[config.mk]
export PLATFORM = sky130hd
export DESIGN_NAME = instr_issue_unit_flat
export DESIGN_NICKNAME = d
export VERILOG_FILES = /design/src/rtl/instr_issue_pkg.sv /design/src/rtl/instr_issue_if.sv /design/src/rtl/instr_prog_mem.sv /design/src/rtl/instr_issue_unit.sv /design/src/flat_wrapper.sv
export SDC_FILE = /design/constraint.sdc
export NUM_CORES = 1
export LEC_CHECK = 0
export ABC_AREA = 1
export CAP_MARGIN = 20
export CELL_PAD_IN_SITES_DETAIL_PLACEMENT = 0
export CELL_PAD_IN_SITES_GLOBAL_PLACEMENT = 1
export CORE_ASPECT_RATIO = 0.75
export CORE_MARGIN = 2
export CORE_UTILIZATION = 30
export DETAILED_ROUTE_END_ITERATION = 10
export GPL_TIMING_DRIVEN = 0
export PLACE_DENSITY_LB_ADDON = 0.1
export SLEW_MARGIN = 20
export SYNTH_ARGS = -nofsm -noshare
export SYNTH_HDL_FRONTEND = slang
export SYNTH_SLANG_ARGS = --single-unit
[constraint.sdc]
create_clock -name clk -period 2.6 [get_ports clk]
set_clock_uncertainty 0.1 [all_clocks]
set_input_delay 0.52 -clock clk [delete_from_list [all_inputs] [get_ports clk]]
set_output_delay 0.52 -clock clk [all_outputs]
set_load 0.02 [all_outputs]
[src/rtl/instr_issue_pkg.sv]
// Shared types and constants for the instruction issue unit.
// The optional feature macro ISSUE_OPCODE_FILTER_EN is consumed by
// instr_issue_if and instr_issue_unit, not by this package.
package instr_issue_pkg;

  localparam int INSTR_W = 19;

  localparam logic [4:0] OP_FFT = 5'b10000;
  localparam logic [4:0] OP_ENC = 5'b10001;
  localparam logic [4:0] OP_DEC = 5'b10010;

  typedef enum logic [1:0] {
    ST_IDLE = 2'd0,
    ST_RUN  = 2'd1,
    ST_DONE = 2'd2
  } issue_state_t;

  // True for the opcodes the CPU's custom-op datapath understands.
  function automatic logic is_custom_op(input logic [4:0] op);
    logic res;
    case (op)
      OP_FFT, OP_ENC, OP_DEC: res = 1'b1;
      default:                res = 1'b0;
    endcase
    return res;
  endfunction

endpackage

[src/rtl/instr_issue_if.sv]
// Load / control / issue bundle of the instruction issue unit.
// master = the issue unit, slave = the loader / CPU side.
// With ISSUE_OPCODE_FILTER_EN defined the bundle also carries skip_cnt.
interface instr_issue_if #(
  parameter int DEPTH   = 16,
  parameter int INSTR_W = 19
);
  localparam int LW = $clog2(DEPTH + 1);

  logic               load_valid;
  logic [INSTR_W-1:0] load_instr;
  logic               load_ready;
  logic               clear;
  logic               start;
  logic [3:0]         loop_cnt;
  logic               abort;
  logic               issue_valid;
  logic [INSTR_W-1:0] issue_instr;
  logic               issue_ready;
  logic               busy;
  logic               done;
  logic [LW-1:0]      prog_len;
`ifdef ISSUE_OPCODE_FILTER_EN
  logic [3:0]         skip_cnt;
`endif

  modport master (
    input  load_valid, load_instr, clear, start, loop_cnt, abort, issue_ready,
    output load_ready, issue_valid, issue_instr, busy, done, prog_len
`ifdef ISSUE_OPCODE_FILTER_EN
    , output skip_cnt
`endif
  );

  modport slave (
    output load_valid, load_instr, clear, start, loop_cnt, abort, issue_ready,
    input  load_ready, issue_valid, issue_instr, busy, done, prog_len
`ifdef ISSUE_OPCODE_FILTER_EN
    , input skip_cnt
`endif
  );

endinterface

[src/rtl/instr_prog_mem.sv]
// Program storage: DEPTH x INSTR_W, synchronous write, asynchronous read.
// Contents are deliberately not reset; validity is tracked by prog_len.
module instr_prog_mem #(
  parameter int DEPTH   = 16,
  parameter int INSTR_W = 19,
  parameter int AW      = $clog2(DEPTH)
) (
  input  logic               clk,
  input  logic               i_we,
  input  logic [AW-1:0]      i_waddr,
  input  logic [INSTR_W-1:0] i_wdata,
  input  logic [AW-1:0]      i_raddr,
  output logic [INSTR_W-1:0] o_rdata
);

  logic [INSTR_W-1:0] r_mem [DEPTH];

  // Write port: one word per accepted load.
  always_ff @(posedge clk) begin
    if (i_we) begin
      r_mem[i_waddr] <= i_wdata;
    end
  end

  assign o_rdata = r_mem[i_raddr];

endmodule

[src/rtl/instr_issue_unit.sv]
// Program buffer + sequencer driving the CPU instruction port.
// Optional macro ISSUE_OPCODE_FILTER_EN: skip non-custom opcodes and count
// skipped entries on skip_cnt.
module instr_issue_unit
  import instr_issue_pkg::*;
#(
  parameter int DEPTH   = 16,
  parameter int INSTR_W = instr_issue_pkg::INSTR_W
) (
  input logic           clk,
  input logic           rst,
  instr_issue_if.master bus
);

  localparam int AW = $clog2(DEPTH);
  localparam int LW = $clog2(DEPTH + 1);

  issue_state_t       r_state, w_state_nxt;
  logic [AW-1:0]      r_pc, w_pc_nxt;
  logic [LW-1:0]      r_prog_len, w_len_nxt;
  logic [3:0]         r_loops, w_loops_nxt;
  logic               r_issue_valid, w_valid_nxt;
  logic [INSTR_W-1:0] r_issue_instr, w_instr_nxt, w_rd_data;
  logic               r_done;
  logic               w_load_ready, w_load_fire, w_adv, w_last;

  assign w_load_ready = (r_state == ST_IDLE) && (r_prog_len < LW'(DEPTH));
  // clear wins over a same-cycle load, so such a word never lands
  assign w_load_fire  = w_load_ready && bus.load_valid && !bus.clear;
  assign w_last       = !((LW'(r_pc) + LW'(1)) < r_prog_len);

`ifdef ISSUE_OPCODE_FILTER_EN
  // a non-issued RUN cycle is a skipped entry: pc moves on as if handshaken
  assign w_adv = r_issue_valid ? bus.issue_ready : 1'b1;
`else
  assign w_adv = bus.issue_ready;
`endif

  instr_prog_mem #(.DEPTH(DEPTH), .INSTR_W(INSTR_W)) u_mem (
    .clk     (clk),
    .i_we    (w_load_fire),
    .i_waddr (r_prog_len[AW-1:0]),
    .i_wdata (bus.load_instr),
    .i_raddr (w_pc_nxt),
    .o_rdata (w_rd_data)
  );

  // Next state, pc, program length and pass counter.
  always_comb begin
    w_state_nxt = r_state;
    w_pc_nxt    = r_pc;
    w_len_nxt   = r_prog_len;
    w_loops_nxt = r_loops;
    case (r_state)
      ST_IDLE: begin
        if (bus.clear) begin
          w_len_nxt = '0;
        end else if (w_load_fire) begin
          w_len_nxt = r_prog_len + LW'(1);
        end else begin
          w_len_nxt = r_prog_len;
        end
        if (bus.start) begin
          w_pc_nxt = '0;
          if (w_len_nxt != '0) begin
            w_state_nxt = ST_RUN;
            w_loops_nxt = bus.loop_cnt;
          end else begin
            w_state_nxt = ST_DONE;
          end
        end else begin
          w_state_nxt = ST_IDLE;
        end
      end
      ST_RUN: begin
        if (bus.abort) begin
          w_state_nxt = ST_IDLE;
          w_pc_nxt    = '0;
        end else if (w_adv) begin
          if (!w_last) begin
            w_pc_nxt = r_pc + AW'(1);
          end else if (r_loops != 4'd0) begin
            w_pc_nxt    = '0;
            w_loops_nxt = r_loops - 4'd1;
          end else begin
            w_state_nxt = ST_DONE;
          end
        end else begin
          w_state_nxt = ST_RUN;
        end
      end
      ST_DONE: begin
        w_state_nxt = ST_IDLE;
      end
      default: begin
        w_state_nxt = ST_IDLE;
        w_pc_nxt    = '0;
      end
    endcase
  end

  // Next issue word (bypassing a word written this very cycle) and its valid.
  always_comb begin
    if (w_load_fire && (r_prog_len[AW-1:0] == w_pc_nxt)) begin
      w_instr_nxt = bus.load_instr;
    end else begin
      w_instr_nxt = w_rd_data;
    end
`ifdef ISSUE_OPCODE_FILTER_EN
    w_valid_nxt = (w_state_nxt == ST_RUN) && is_custom_op(w_instr_nxt[INSTR_W-1 -: 5]);
`else
    w_valid_nxt = (w_state_nxt == ST_RUN);
`endif
  end

  // State and registered outputs; issue word only changes when pc can.
  always_ff @(posedge clk or posedge rst) begin
    if (rst) begin
      r_state       <= ST_IDLE;
      r_pc          <= '0;
      r_prog_len    <= '0;
      r_loops       <= 4'd0;
      r_issue_valid <= 1'b0;
      r_issue_instr <= '0;
      r_done        <= 1'b0;
    end else begin
      r_state       <= w_state_nxt;
      r_pc          <= w_pc_nxt;
      r_prog_len    <= w_len_nxt;
      r_loops       <= w_loops_nxt;
      r_issue_valid <= w_valid_nxt;
      r_done        <= (w_state_nxt == ST_DONE);
      if (w_state_nxt == ST_RUN) begin
        r_issue_instr <= w_instr_nxt;
      end
    end
  end

`ifdef ISSUE_OPCODE_FILTER_EN
  logic [3:0] r_skip_cnt;

  // Saturating count of skipped entries, restarted by start.
  always_ff @(posedge clk or posedge rst) begin
    if (rst) begin
      r_skip_cnt <= 4'd0;
    end else if ((r_state == ST_IDLE) && bus.start) begin
      r_skip_cnt <= 4'd0;
    end else if ((r_state == ST_RUN) && !r_issue_valid && !bus.abort &&
                 (r_skip_cnt != 4'hF)) begin
      r_skip_cnt <= r_skip_cnt + 4'd1;
    end
  end

  assign bus.skip_cnt = r_skip_cnt;
`endif

  assign bus.load_ready  = w_load_ready;
  assign bus.issue_valid = r_issue_valid;
  assign bus.issue_instr = r_issue_instr;
  assign bus.busy        = (r_state == ST_RUN);
  assign bus.done        = r_done;
  assign bus.prog_len    = r_prog_len;

endmodule
[src/flat_wrapper.sv]
// flat-port wrapper written by rule: the top's interface ports become plain ports
module instr_issue_unit_flat import instr_issue_pkg::*;
#(
  parameter int DEPTH   = 16,
  parameter int INSTR_W = instr_issue_pkg::INSTR_W
)
  (clk, rst, bus_load_valid, bus_load_instr, bus_clear, bus_start, bus_loop_cnt, bus_abort, bus_issue_ready, bus_load_ready, bus_issue_valid, bus_issue_instr, bus_busy, bus_done, bus_prog_len);
  instr_issue_if #(.DEPTH(DEPTH), .INSTR_W(INSTR_W)) bus_i ();
  input logic clk;
  input logic rst;
  input wire logic [$bits(bus_i.load_valid)-1:0] bus_load_valid;
  input wire logic [$bits(bus_i.load_instr)-1:0] bus_load_instr;
  input wire logic [$bits(bus_i.clear)-1:0] bus_clear;
  input wire logic [$bits(bus_i.start)-1:0] bus_start;
  input wire logic [$bits(bus_i.loop_cnt)-1:0] bus_loop_cnt;
  input wire logic [$bits(bus_i.abort)-1:0] bus_abort;
  input wire logic [$bits(bus_i.issue_ready)-1:0] bus_issue_ready;
  output wire logic [$bits(bus_i.load_ready)-1:0] bus_load_ready;
  output wire logic [$bits(bus_i.issue_valid)-1:0] bus_issue_valid;
  output wire logic [$bits(bus_i.issue_instr)-1:0] bus_issue_instr;
  output wire logic [$bits(bus_i.busy)-1:0] bus_busy;
  output wire logic [$bits(bus_i.done)-1:0] bus_done;
  output wire logic [$bits(bus_i.prog_len)-1:0] bus_prog_len;
  assign bus_i.load_valid = bus_load_valid;
  assign bus_i.load_instr = bus_load_instr;
  assign bus_i.clear = bus_clear;
  assign bus_i.start = bus_start;
  assign bus_i.loop_cnt = bus_loop_cnt;
  assign bus_i.abort = bus_abort;
  assign bus_i.issue_ready = bus_issue_ready;
  assign bus_load_ready = bus_i.load_ready;
  assign bus_issue_valid = bus_i.issue_valid;
  assign bus_issue_instr = bus_i.issue_instr;
  assign bus_busy = bus_i.busy;
  assign bus_done = bus_i.done;
  assign bus_prog_len = bus_i.prog_len;
  instr_issue_unit #(.DEPTH(DEPTH), .INSTR_W(INSTR_W)) u_core (.clk(clk), .rst(rst), .bus(bus_i));
endmodule
# Yosys cells after proc, flatten, opt, wreduce, memory -nomap -nowiden

Memory sizes are Yosys's and may differ from the RTL's. A register that Yosys moved wholly into a read port is not among the register bits.
Index checks and enable logic that the tools add are counted.

Add/sub/neg operators: 4
Order comparisons: 2
Equality and inequality tests: 10
Multiplexer cells: 25
Reductions and logical operators: 9

Operator list:

| kind                                                                  | number |
|---|---|
| 4-bit 2-to-1 mux                                                      | 11 |
| 5-bit 2-to-1 mux                                                      | 3 |
| 2-bit 2-to-1 mux                                                      | 6 |
| 4-bit one-hot mux with 3 select lines                                 | 1 |
| 2-bit != test, second input constant                                  | 5 |
| 4-bit one-hot mux with 2 select lines                                 | 1 |
| 7-bit AND reduction                                                   | 1 |
| 4-bit by 1-bit adder with 5-bit output, second input constant         | 1 |
| 5-bit by 1-bit adder with 5-bit output, second input constant         | 1 |
| 5-bit less-than comparator                                            | 1 |
| 5-bit less-than comparator, second input constant                     | 1 |
| 5-bit nonzero test                                                    | 1 |
| 4-bit by 1-bit adder with 4-bit output, second input constant         | 1 |
| 2-bit by 1-bit equality test with 1-bit output, second input constant | 2 |
| 2-bit equality test, second input constant                            | 2 |
| 2-bit one-hot mux with 2 select lines                                 | 1 |
| 4-bit nonzero test                                                    | 1 |
| 4-bit by 1-bit subtractor with 4-bit output, second input constant    | 1 |
| 1-bit logical AND                                                     | 3 |
| 2-bit logical NOT                                                     | 1 |
| 1-bit 2-to-1 mux                                                      | 2 |
| 2-bit by 1-bit != test with 1-bit output, second input constant       | 1 |
| 2-bit nonzero test                                                    | 1 |
| 1-bit logical NOT                                                     | 1 |

Register bits: 17
Memory bits (writable): 304
Memories: 1

Memories:

| memory             | depth | bits a word | rd ports | clocked after memory_dff | wr ports | RTL line             | RTL |
|---|---|---|---|---|---|---|---|
| u_core.u_mem.r_mem | 16    | 19          | 1        | 1                        | 1        | instr_prog_mem.sv:16 | `logic [INSTR_W-1:0] r_mem [DEPTH];` |

# Logic depth before layout (Yosys ltp)

Gate-level depths: netlist of the first run.

Depth after elaboration: 12
Depth in mapped cells: 24
Mapped depth without buffers: 21

# Hierarchy

From an unflattened synthesis of the first run, not the netlist that was laid out.

Cell total of the unflattened synthesis: 1,609
Area, all modules: 15,661.3 um^2

By module, submodules not included:

| module           | instances | cells each | area each (um^2) | seq. area each (um^2) |
|---|---|---|---|---|
| instr_prog_mem   | 1         | 1,251      | 13,127.6         | 9,128.8 |
| instr_issue_unit | 1         | 358        | 2,533.7          | 900.9 |

# Worst setup path after synthesis of the first run

Ideal clock, no wire load.

Path kind: register to register
Start: reg u_core.r_pc[1]
End: reg u_core.r_issue_instr[10] (netlist: u_core.bus.issue_instr[10]) (read register of u_core.u_mem.r_mem)
Arrival time: 2,615 ps
Data required time: 2,384 ps
Setup slack: -232 ps
Cell stages (with the launch flop): 24
Path buffers: 2
Clock period less this slack: 2,832 ps
Path through: dfrtp_1 > ha_1 > xnor2_1 > inv_1 > ha_1 > nand2_1 > nand2_1 > nand2_1 > and2_1 > nand3_1 > nand2_1 > nand2_1 > nand3_1 > nand2_1 > nand2_1 > nand2_1 > nor2_1 > buf_2 > buf_4 > nand3b_1 > nand2_1 > inv_1 > nand2_1 > nand2_1

Word-level cells in the longest chain between the ends: 7

Ends and longest elaborated chain:

| item                                           | RTL line                | RTL |
|---|---|---|
| from (decl)                                    | instr_issue_unit.sv:19  | `logic [AW-1:0] r_pc, w_pc_nxt;` |
| from (signal assigned)                         | instr_issue_unit.sv:128 | `r_pc <= w_pc_nxt;` |
| 4-bit by 1-bit adder with 5-bit output         | instr_issue_unit.sv:30  | `assign w_last = !((LW'(r_pc) + LW'(1)) < r_prog_len);` |
| 5-bit less-than comparator                     | instr_issue_unit.sv:30  |  |
| 2-bit 2-to-1 mux                               | instr_issue_unit.sv:80  | `if (!w_last) begin` |
| 2-bit 2-to-1 mux                               | instr_issue_unit.sv:79  | `end else if (w_adv) begin` |
| 2-bit 2-to-1 mux                               | instr_issue_unit.sv:76  | `if (bus.abort) begin` |
| 2-bit one-hot mux with 2 select lines          | instr_issue_unit.sv:54  | `case (r_state)` |
| 2-bit by 1-bit equality test with 1-bit output | instr_issue_unit.sv:133 | `if (w_state_nxt == ST_RUN) begin` |
| to (decl)                                      | instr_issue_unit.sv:23  | `logic [INSTR_W-1:0] r_issue_instr, w_instr_nxt, w_rd_data;` |

Parallel ways exist; a longest one is shown, timed or not.
A chain may end at the register's enable or synchronous reset.

# Worst setup path after layout of the first run

Start: reg u_core.r_pc[0]
End: reg u_core.r_issue_instr[12] (netlist: u_core.bus.issue_instr[12]) (read register of u_core.u_mem.r_mem)

Same word-level chain as after synthesis.

==> metrics.md, run 1 <==
| Metric | Value |
|---|---|
| Gr usage total | 0.206 |
| Status | complete, but fails checks |
| Slew headroom | 0.219 |
| Yosys top cell by area | edfxtp_1 |
| DP Worst Slack | -1.45 ns |
| CP Launch Type | flip-flop |
| Iter 0 DRT Violations | 968 |
| Num ports | 58 |
| Non-Filler Instances | 2,448 |
| Post-DP Area | 0.0176 mm2 |
| Worst-path clk slew | 0.06 ns |
| CTS buffer count | 39 |
| Final min period | 3.25 ns |
| Critical path capture point type | flip-flop |
| Count of final max-slew check failures | 0 |
| Synth unique cells | 39 |
| Async SR Flop Fraction | 0.106 |
| EDFF count, synth | 304 |
| Psw | 7.59 mW |
| Register area share after synthesis | 0.635 |
| First-pass GRT wire length | 79.6 mm |
| Clk network pwr share | 0.272 |
| Slowest stage delay, CP | 0.46 ns |
| Hold_ws | 0.192 ns |
| Htree depth | 2 |
| DRT Pass-1 Iters | 4 |
| Synthesis Warnings | 0 |
| Power Dens Cells | 966 mW/mm2 |
| Routed Antenna Nets | 0 |
| CTS tree | done |
| Most used cell, CP | nand3_4 |
| Crit-path max FO | 10 |
| Area share of the largest cell type after synthesis | 0.578 |
| Area growth syn-to-layout | 32.5% |
| Final GP Congestion | 0.817 |
| Initial Util | 0.305 |
| Via count | 11,500 |
| Seq cells post-synth | 340 |
| DR WL/cell | 22.6 um |
| HPWL after DPL | 36.0 mm |
| Period utilization | 1.25 |
| Cells after Synth | 1,553 |
| Total grt overflow | 0 |
| Initial antenna violation count | 3 |
| Core Footprint | 0.0518 mm2 |
| Peak supply drop | 0.421 mV |
| Die Span X | 269 um |
| Switching portion of total power | 0.376 |
| Die height | 203 um |
| Layout cells sized above 1 | 0.230 |
| Leakage | 8.50 nW |
| Worst-margin pin slew | 1.17 ns |
| Area contributors post-synth | edfxtp_1 (58%), nand3_1 (12%), nand2_1 (6.8%) |
| Final Hold Viols | 0 |
| Clock Path Buffers | 3 |
| Seq pwr share | 0.326 |
| Total power | 20.2 mW |
| Top FF cell, synth | edfxtp_1 |
| Worst path slowest cell | dfrtp_2 |
| Die area | 0.0545 mm2 |
| Cell-internal power | 12.6 mW |
| Comb pwr share | 0.401 |
| Core Rows | 72 |
| Final wirelength | 55.4 mm |
| Top-count cell post-synth | nand3_1 |
| Largest net degree at the start of global routing | 22 |
| Endpoints failing setup | 21 |
| Vias/cell | 4.72 |
| Vias in the first global route | 11,100 |
| Fmax | 308 MHz |
| Total nets after synthesis | 1,593 |
| # port buffers | 56 |
| RSZ-0062 raised after global routing | yes |
| CP arrival | 3.59 ns |
| Mapped Area | 0.0158 mm2 |
| Worst-path cell chain | buf_6 -> nand3_4 -> xor2_2 -> inv_2 -> ha_4 -> nand2_4 -> nor2_4 -> nand2_4 -> nand3_4 -> nand2_4 -> nand3_4 -> nand2_8 -> buf_12 -> buf_12 -> buf_8 -> nand3b_1 -> nand3_2 -> nand3_2 -> nand3_4 -> nand3_4 -> nand2_4 -> nand2_1 |
| Nets | 1,755 |
| Placed cells | 2,318 |
| Max_cap viols | 0 |
| Post-route design area | 0.0209 mm2 |
| CTS root buf | clkbuf_16 |
| Commonest cells post-synth | nand3_1 (373), edfxtp_1 (304), nand2_1 (285) |
| # diodes | 0 |
| Worst hold path type | in2async |
| Clock sink total | 340 |
| DRC viols | 0 |
| Final worst setup slack | -0.646 ns |
| Crit path required time | 2.94 ns |
| Mean area per synthesized cell | 10.2 um2 |
| Crit Path Category | reg2reg |
| Failing checks | negative setup slack |
| Worst-skew pair later-pin latency | 0.57 ns |
==> what timing repair did <==
action,in CTS,in global routing
endpoints found under the setup margin,32,190
gates cloned,9,1
setup buffers,34,18
hold endpoints to repair,0,0
pin swaps,49,38
hold buffers,0,0
resized for setup,267,63
==> power by group through the flow <==
stage / Combinational (mW) / Clock, mW / Sequential [mW]
after floorplan: 3.49 / 0 / 6.86
after CTS: 7.69 / 5.64 / 6.59
after global routing: 8.82 / 5.86 / 6.64
after global placement: 6.08 / 0 / 6.70
final: 8.12 / 5.51 / 6.60
after detailed placement: 6.13 / 0 / 6.70
==> state kept, by name, summed over array words and instances, names as in the netlist <==
name and flops:
u_core.bus.prog_len 5, u_core.bus.done 1, u_core.r_pc 4, u_core.bus.issue_instr 19, u_core.u_mem.r_mem 304, u_core.bus.issue_valid 1, u_core.r_loops 4, u_core.r_state 2
==> through the flow <==
step / setup TNS, ns / util
CTS: -13.10 / 0.394
floorplan: -1.73 / -
global route: -14.69 / 0.404
finish: -11.77 / 0.404
detailed placement: -115.73 / 0.339
global placement: -378.31 / 0.335
==> cells by family (layout without fill, tap and decap cells) <==
group,Yosys count,after routing,share of synthesized area
xor gates and xnor gates,3,3,0.00166
muxes,1,1,0.000634
and+or+nand+nor,804,807,0.250
AOI/OAI and AO/OA,28,28,0.0106
buffers and inverters,367,556,0.0939
adders and majority gates,10,10,0.00792
DFF,340,340,0.635
==> worst max-delay path: cells and delay by family (launching register included) <==
family,cells,cell delay (ns)
xor gates and xnor gates,1,0.18
adders and majority gates,1,0.24
buffers and inverters,5,0.67
DFF,1,0.46
and+or+nand+nor,15,1.45
==> layout by cell type (no fill, tap or decap), types with 27 or more instances in the layout <==
cell / Yosys / final
edfxtp_1: 304 / 304
nand3_1: 373 / 268
inv_1: 270 / 261
nand2_1: 285 / 255
nand3b_1: 95 / 95
nand3_2: 3 / 86
clkdlybuf4s50_1: 0 / 53
buf_4: 12 / 43
clkbuf_16: 0 / 42
dfrtp_1: 36 / 31
buf_12: 0 / 27
==> area by class of cell <==
class                           count  area, um2
Buffer                             84        842
Tap cell                          703        880
Clock buffer                       52       1120
Multi-Input combinational cell    849       5430
Timing Repair Buffer              120       1430
Sequential cell                   340      10000
Clock inverter                     19        140
Inverter                          281       1070
Fill cell                        5010      30900
==> worst paths after layout <==
path / from / endpoint / slack (ns) / cells after the start
max: u_core.r_pc[0] / u_core.bus.issue_instr[12] / -0.65 / 22
min: rst / u_core.r_loops[3] / 0.19 / 2
max reg2reg: u_core.r_pc[0] / u_core.bus.issue_instr[12] / -0.65 / 22
min reg2reg: u_core.bus.issue_instr[1] / u_core.bus.issue_instr[1] / 0.37 / 2
max in group asynchronous: rst / u_core.r_pc[0] / 1.71 / 3
min in group clk: bus_issue_ready / u_core.r_state[1] / 0.29 / 3
==> routing by layer <==
metal / track usage / part of all wire / vias to the layer above
li1: - / - / 5538
met1: 0.323 / 0.50 / 5656
met2: 0.288 / 0.41 / 284
met3: 0.0386 / 0.062 / 66
met4: 0.0528 / 0.020 / 0
met5: 0 / 0 / -
Note: power is estimated with default switching activity, not from simulation.
==> run 2, diff against run 1 <==
Settings changed: ABC_AREA 1 to default.
==> metrics.md, run 2 <==
| Metric | Value |
|---|---|
| Die Span X | 253 um (was 269 um) |
| Layout fillers | 4,285 (was 5,010) |
| RSZ-0062 raised after global routing | yes (unchanged) |
| Setup_tns | -14.94 ns (was -11.77 ns) |
| Non-Filler Instances | 1,838 (was 2,448) |
| Hold_ws | 0.185 ns (was 0.192 ns) |
| Vias/cell | 4.87 (was 4.72) |
| Final worst setup slack | -0.862 ns (was -0.646 ns) |
| Crit Path Category | reg2reg (unchanged) |
| Commonest non-fill, non-tap cell in the layout | edfxtp_1 (unchanged) |
| Max_cap viols | 0 (unchanged) |
| Met1 wire length | 21.2 mm (was 27.9 mm) |
| Area contributors post-synth | edfxtp_1 (65%), dfrtp_1 (6.4%), nand2_1 (5.0%) (was edfxtp_1 (58%), nand3_1 (12%), nand2_1 (6.8%)) |
| Gr usage total | 0.173 (was 0.206) |
| CTS buffer count | 38 (was 39) |
| Seq cells post-synth | 340 (unchanged) |
| Die area | 0.0484 mm2 (was 0.0545 mm2) |
| First-pass GRT wire length | 60.6 mm (was 79.6 mm) |
| Slew headroom | 0.363 (was 0.219) |
| EDFF count, synth | 304 (unchanged) |
| Placed cells | 1,704 (was 2,318) |
| Leakage | 6.22 nW (was 8.50 nW) |
| Final min period | 3.46 ns (was 3.25 ns) |
| Nets | 1,221 (was 1,755) |
| Area share of the largest cell type after synthesis | 0.653 (was 0.578) |
| Util after Layout | 0.411 (was 0.404) |
| Top FF cell, synth | edfxtp_1 (unchanged) |
| Total power | 14.7 mW (was 20.2 mW) |
| Met2 Routed Length | 18.3 mm (was 23.0 mm) |
| Period utilization | 1.33 (was 1.25) |
| HPWL after DPL | 26.8 mm (was 36.0 mm) |
| # diodes | 0 (unchanged) |
| Commonest cells post-synth | edfxtp_1 (304), nand2_1 (188), a21oi_1 (104) (was nand3_1 (373), edfxtp_1 (304), nand2_1 (285)) |
| Status | complete, but fails checks (unchanged) |
| Initial Util | 0.304 (was 0.305) |
| Htree depth | 2 (unchanged) |
| Reg2Reg Setup Slack | -0.86 ns (was -0.65 ns) |
| Met3 WL | 1.70 mm (was 3.42 mm) |
| Async SR Flop Fraction | 0.106 (unchanged) |
| Final GP Congestion | 0.745 (was 0.817) |
| Core Footprint | 0.0460 mm2 (was 0.0518 mm2) |
| Layout cells sized above 1 | 0.275 (was 0.230) |
| Failing checks | negative setup slack (unchanged) |
| Total grt overflow | 0 (unchanged) |
| Yosys top cell by area | edfxtp_1 (unchanged) |
| Clock sink total | 340 (unchanged) |
| Peak supply drop | 0.417 mV (was 0.421 mV) |
| DP Worst Slack | -1.64 ns (was -1.45 ns) |
| Commonest non-fill, non-tap cells in the layout | edfxtp_1 (304), nand2_1 (184), a21oi_1 (88), buf_4 (55), clkdlybuf4s50_1 (55) (was edfxtp_1 (304), nand3_1 (268), inv_1 (261), nand2_1 (255), nand3b_1 (95)) |
| Endpoints failing setup | 22 (was 21) |
| CTS root buf | clkbuf_16 (unchanged) |
| DRC viols | 0 (unchanged) |
| Max FFs per register | 304 (unchanged) |
| CP Launch Type | flip-flop (unchanged) |
| Final Hold Viols | 0 (unchanged) |
| Worst-path clk slew | 0.07 ns (was 0.06 ns) |
| Worst r2r dst | u_core.bus.issue_instr[2] (was u_core.bus.issue_instr[12]) |
| Critical path capture point type | flip-flop (unchanged) |
| Max Used Layer | met4 (unchanged) |
| # port buffers | 57 (was 56) |
| Reg2reg start | u_core.r_pc[0] (unchanged) |
| Post-DP Area | 0.0157 mm2 (was 0.0176 mm2) |
| Reg area | 0.0100 mm2 (unchanged) |
| Cells after Synth | 1,009 (was 1,553) |
| Largest net degree at the start of global routing | 25 (was 22) |
| Area growth syn-to-layout | 35.1% (was 32.5%) |
| Initial antenna violation count | 0 (was 3) |
| Total nets after synthesis | 1,049 (was 1,593) |
| DRT Pass-1 Iters | 5 (was 4) |
| Mean area per synthesized cell | 13.9 um2 (was 10.2 um2) |
| Register area share after synthesis | 0.717 (was 0.635) |
| Routed Antenna Nets | 0 (unchanged) |
| Fmax | 289 MHz (was 308 MHz) |
| CTS tree | done (unchanged) |
| Iter 0 DRT Violations | 596 (was 968) |
| Die height | 191 um (was 203 um) |
| Top-count cell post-synth | edfxtp_1 (was nand3_1) |
| Synthesis Warnings | 0 (unchanged) |
| Via count | 8,960 (was 11,500) |
| CP arrival | 3.82 ns (was 3.59 ns) |
| DR WL/cell | 22.8 um (was 22.6 um) |
| Worst Reg-to-Reg Cells | 16 (was 22) |
| Clock Path Buffers | 3 (unchanged) |
| Largest Register | u_core.u_mem.r_mem (unchanged) |
| Multi-input logic area | 0.00479 mm2 (was 0.00543 mm2) |
| Post-route design area | 0.0189 mm2 (was 0.0209 mm2) |
| Num ports | 58 (unchanged) |
| Crit path required time | 2.95 ns (was 2.94 ns) |
| Core Rows | 68 (was 72) |
| Crit-path max FO | 7 (was 10) |
| Mapped Area | 0.0140 mm2 (was 0.0158 mm2) |
| Synth unique cells | 58 (was 39) |
| Worst hold path type | in2async (unchanged) |
| Power Dens Cells | 775 mW/mm2 (was 966 mW/mm2) |
| Worst-margin pin slew | 0.953 ns (was 1.17 ns) |
| Worst-skew pair later-pin latency | 0.53 ns (was 0.57 ns) |
| Vias in the first global route | 8,844 (was 11,100) |
| Count of final max-slew check failures | 0 (unchanged) |
| Final wirelength | 41.9 mm (was 55.4 mm) |
-- run 2: area by class of cell --
| type | instances | area share |
|---|---|---|
| Sequential cell | 340 | 0.531 |
| Inverter | 15 | 0.00324 |
| Timing Repair Buffer | 134 | 0.0808 |
| Multi-Input combinational cell | 599 | 0.253 |
| Tap cell | 630 | 0.0417 |
| Clock inverter | 14 | 0.00477 |
| Buffer | 53 | 0.0287 |
| Clock buffer | 53 | 0.0567 |
-- run 2: kinds of logic (layout without fill, tap and decap cells) --
family	after synthesis	after routing	share of synthesized area
multiplexers	59	59	0.0422
AND/OR/NAND/NOR	281	281	0.0896
adder cells (fa/ha/maj)	10	10	0.00894
AO/OA/AOI/OAI	243	243	0.114
flip-flops	340	340	0.717
buffers and inverters	70	269	0.0244
XOR/XNOR	6	6	0.00376
-- run 2: how the worst max path moves through the flow --
stage                   start                          to  slack, ns  cells past startpoint
6_report       u_core.r_pc[0]   u_core.bus.issue_instr[2]      -0.86                     16
3_5_place_dp   u_core.r_pc[1]   u_core.bus.issue_instr[9]      -1.64                     13
2_1_floorplan  u_core.r_pc[0]  u_core.bus.issue_instr[15]      -0.38                     13
4_1_cts        u_core.r_pc[0]   u_core.bus.issue_instr[7]      -0.89                     15
3_3_place_gp        bus_clear    u_core.u_mem.r_mem[1][9]      -1.71                      6
5_1_grt        u_core.r_pc[0]   u_core.bus.issue_instr[2]      -0.95                     15
-- run 2: power by group --
part           internal, mW  switching, mW
Clock                  2.97           2.15
Combinational          1.31           1.70
Sequential             6.29          0.245
-- run 2: worst max-delay path: stages (launching register included) --
cell      delay [ns]
dfrtp_2         0.46
ha_4            0.20
xor2_4          0.16
ha_4            0.29
a21oi_4         0.05
buf_4           0.14
o21ai_4         0.08
a21oi_1         0.14
o32ai_4         0.34
clkinv_4        0.16
buf_12          0.18
buf_12          0.12
buf_12          0.12
mux2i_1         0.12
a221oi_2        0.39
o21ai_1         0.17
a31oi_1         0.15
-- run 2: repair_timing --
action | 4_1_cts | 5_1_grt
buffers inserted | 45 | 23
pin swaps | 42 | 36
gates resized for setup | 164 | 108
setup endpoints to repair | 294 | 85
gates cloned | 0 | 1
hold buffers | 0 | 0
-- run 2: metal layers --
layer  vias up  global-route usage
met5         -                   0
met4         0              0.0394
met3        56              0.0256
met2       171               0.254
met1      4541               0.267
li1       4192                   -
==> run 3, diff against run 2 <==
Settings changed: ABC_CLOCK_PERIOD_IN_PS from default to 2600, SLEW_MARGIN 20 to 30.
==> metrics.md, run 3 (synthesized netlist as in run 2, its figures left out) <==
| Metric | Value |
|---|---|
| Status | complete, but fails checks (unchanged) |
| Failing checks | negative setup slack (unchanged) |
| Via count | 8,978 (was 8,960) |
| Post-route design area | 0.0195 mm2 (was 0.0189 mm2) |
| Worst Reg-to-Reg Cells | 16 (unchanged) |
| Die height | 191 um (unchanged) |
| Final min period | 3.39 ns (was 3.46 ns) |
| Leakage | 6.44 nW (was 6.22 nW) |
| First-pass GRT wire length | 61.8 mm (was 60.6 mm) |
| Peak supply drop | 0.410 mV (was 0.417 mV) |
| Met1 wire length | 21.7 mm (was 21.2 mm) |
| Util after Layout | 0.423 (was 0.411) |
| Switching portion of total power | 0.275 (was 0.279) |
| Initial antenna violation count | 0 (unchanged) |
| CP arrival | 3.68 ns (was 3.82 ns) |
| Clock sink total | 340 (unchanged) |
| Area growth syn-to-layout | 39.2% (was 35.1%) |
| Reg2Reg Setup Slack | -0.79 ns (was -0.86 ns) |
| CTS buffer count | 38 (unchanged) |
| Gr usage total | 0.177 (was 0.173) |
| Largest Register | u_core.u_mem.r_mem (unchanged) |
| Max_cap viols | 0 (unchanged) |
| Seq pwr share | 0.436 (was 0.446) |
| Worst hold path type | in2async (unchanged) |
| Critical path capture point type | flip-flop (unchanged) |
| CTS root buf | clkbuf_16 (unchanged) |
| Max Used Layer | met4 (unchanged) |
| Crit Path Category | reg2reg (unchanged) |
| Psw | 4.12 mW (was 4.10 mW) |
| DRC viols | 0 (unchanged) |
| Comb pwr share | 0.207 (was 0.205) |
| Crit-path max FO | 5 (was 7) |
| Count of final max-slew check failures | 0 (unchanged) |
| Largest net degree at the start of global routing | 25 (unchanged) |
| Total power | 15.0 mW (was 14.7 mW) |
| Slew headroom | 0.362 (was 0.363) |
| Num ports | 58 (unchanged) |
| Htree depth | 2 (unchanged) |
| Final GP Congestion | 0.745 (unchanged) |
| Commonest non-fill, non-tap cell in the layout | edfxtp_1 (unchanged) |
| Non-Filler Instances | 1,862 (was 1,838) |
| Clock Path Buffers | 3 (unchanged) |
| Endpoints failing setup | 21 (was 22) |
| CP Launch Type | flip-flop (unchanged) |
| Worst-path clk slew | 0.06 ns (was 0.07 ns) |
| Worst-margin pin slew | 0.953 ns (about the same) |
| Routed Antenna Nets | 0 (unchanged) |
| DRT Pass-1 Iters | 5 (unchanged) |
| Core Rows | 68 (unchanged) |
| Setup_tns | -13.94 ns (was -14.94 ns) |
| Clk network pwr share | 0.357 (was 0.349) |
| # diodes | 0 (unchanged) |
| DP Worst Slack | -1.66 ns (was -1.64 ns) |
| Layout cells sized above 1 | 0.317 (was 0.275) |
| Period utilization | 1.30 (was 1.33) |
| Post-DP Area | 0.0157 mm2 (about the same) |
| Vias in the first global route | 9,063 (was 8,844) |
| Max FFs per register | 304 (unchanged) |
| Reg2reg start | u_core.r_pc[0] (unchanged) |
| Cell-internal power | 10.9 mW (was 10.6 mW) |
| CTS tree | done (unchanged) |
| Nets | 1,243 (was 1,221) |
| Total grt overflow | 0 (unchanged) |
| Final worst setup slack | -0.787 ns (was -0.862 ns) |
| # port buffers | 57 (unchanged) |
| Met2 Routed Length | 18.7 mm (was 18.3 mm) |
| Crit path required time | 2.89 ns (was 2.95 ns) |
| Die Span X | 253 um (unchanged) |
| Final Hold Viols | 0 (unchanged) |
| Placed cells | 1,706 (was 1,704) |
| Final wirelength | 42.3 mm (was 41.9 mm) |
| Worst r2r dst | u_core.bus.issue_instr[9] (was u_core.bus.issue_instr[2]) |
| RSZ-0062 raised after global routing | yes (unchanged) |
| Commonest non-fill, non-tap cells in the layout | edfxtp_1 (304), nand2_1 (182), a21oi_1 (71), buf_4 (59), clkdlybuf4s50_1 (54) (was edfxtp_1 (304), nand2_1 (184), a21oi_1 (88), buf_4 (55), clkdlybuf4s50_1 (55)) |
| Hold_ws | 0.180 ns (was 0.185 ns) |
| Iter 0 DRT Violations | 678 (was 596) |
| Layout fillers | 4,273 (was 4,285) |
| DR WL/cell | 22.7 um (was 22.8 um) |
| Vias/cell | 4.82 (was 4.87) |
| HPWL after DPL | 27.1 mm (was 26.8 mm) |
| Fmax | 295 MHz (was 289 MHz) |
| Power Dens Cells | 770 mW/mm2 (was 775 mW/mm2) |
| Core Footprint | 0.0460 mm2 (unchanged) |
| Hold_buf cts | 0 (unchanged) |
| Initial Util | 0.304 (unchanged) |
| Die area | 0.0484 mm2 (unchanged) |
| Met3 WL | 1.35 mm (was 1.70 mm) |
| Worst-skew pair later-pin latency | 0.53 ns (about the same) |
[run 3: cell count changes in the layout (fill, tap and decap cells not counted), moves of 5 or more]
cell	previous run	this run
a21oi_1	88	71
a21oi_2	13	23
a21oi_4	6	13
buf_12	32	26
buf_6	14	33
buf_8	8	13
o31ai_2	5	10
[run 3: routing by layer]
layer / track usage / up-vias
li1: - / 4225
met1: 0.267 / 4578
met2: 0.268 / 127
met3: 0.0283 / 48
met4: 0.0366 / 0
met5: 0 / -
[run 3: power groups by stage]
stage / Clock [mW] / Combinational (mW) / Sequential (mW)
after CTS: 5.51 / 2.71 / 6.54
final: 5.36 / 3.10 / 6.53
after global routing: 5.73 / 3.34 / 6.56
after global placement: 0 / 2.28 / 6.65
after floorplan: 0 / 1.16 / 6.74
after detailed placement: 0 / 2.34 / 6.64
[run 3: worst max-delay path, stage by stage (launching register included)]
cell	delay, ns
dfrtp_2	0.46
ha_4	0.20
xor2_4	0.15
ha_4	0.23
a21oi_4	0.13
o21a_4	0.20
o22ai_4	0.09
o32ai_4	0.38
inv_4	0.10
buf_12	0.15
buf_4	0.15
buf_16	0.14
buf_12	0.14
a21oi_1	0.16
a22oi_1	0.10
o21ai_2	0.22
a31oi_2	0.13
[run 3: area by class of cell]
class	count	area, um2	share of cell area
Buffer	54	632	0.0325
Clock buffer	56	1130	0.0582
Clock inverter	13	108	0.00553
Inverter	15	61.3	0.00315
Multi-Input combinational cell	599	5000	0.257
Sequential cell	340	10000	0.516
Tap cell	630	788	0.0405
Timing Repair Buffer	155	1710	0.0876
[run 3: timing repair]
action	in CTS	in global routing
pin swaps	67	42
gates cloned	5	0
gates resized for setup	240	109
buffers inserted	60	23
setup endpoints to repair	296	94
[run 3: worst max path at each step]
stage	start	endpoint	slack (ns)
6_report	u_core.r_pc[0]	u_core.bus.issue_instr[9]	-0.79
5_1_grt	u_core.r_pc[0]	u_core.bus.issue_instr[9]	-0.89
4_1_cts	u_core.r_pc[0]	u_core.bus.issue_instr[17]	-0.86
3_5_place_dp	u_core.r_pc[0]	u_core.bus.issue_instr[9]	-1.66
3_3_place_gp	bus_clear	u_core.u_mem.r_mem[1][9]	-1.71
2_1_floorplan	u_core.r_pc[0]	u_core.bus.issue_instr[15]	-0.38
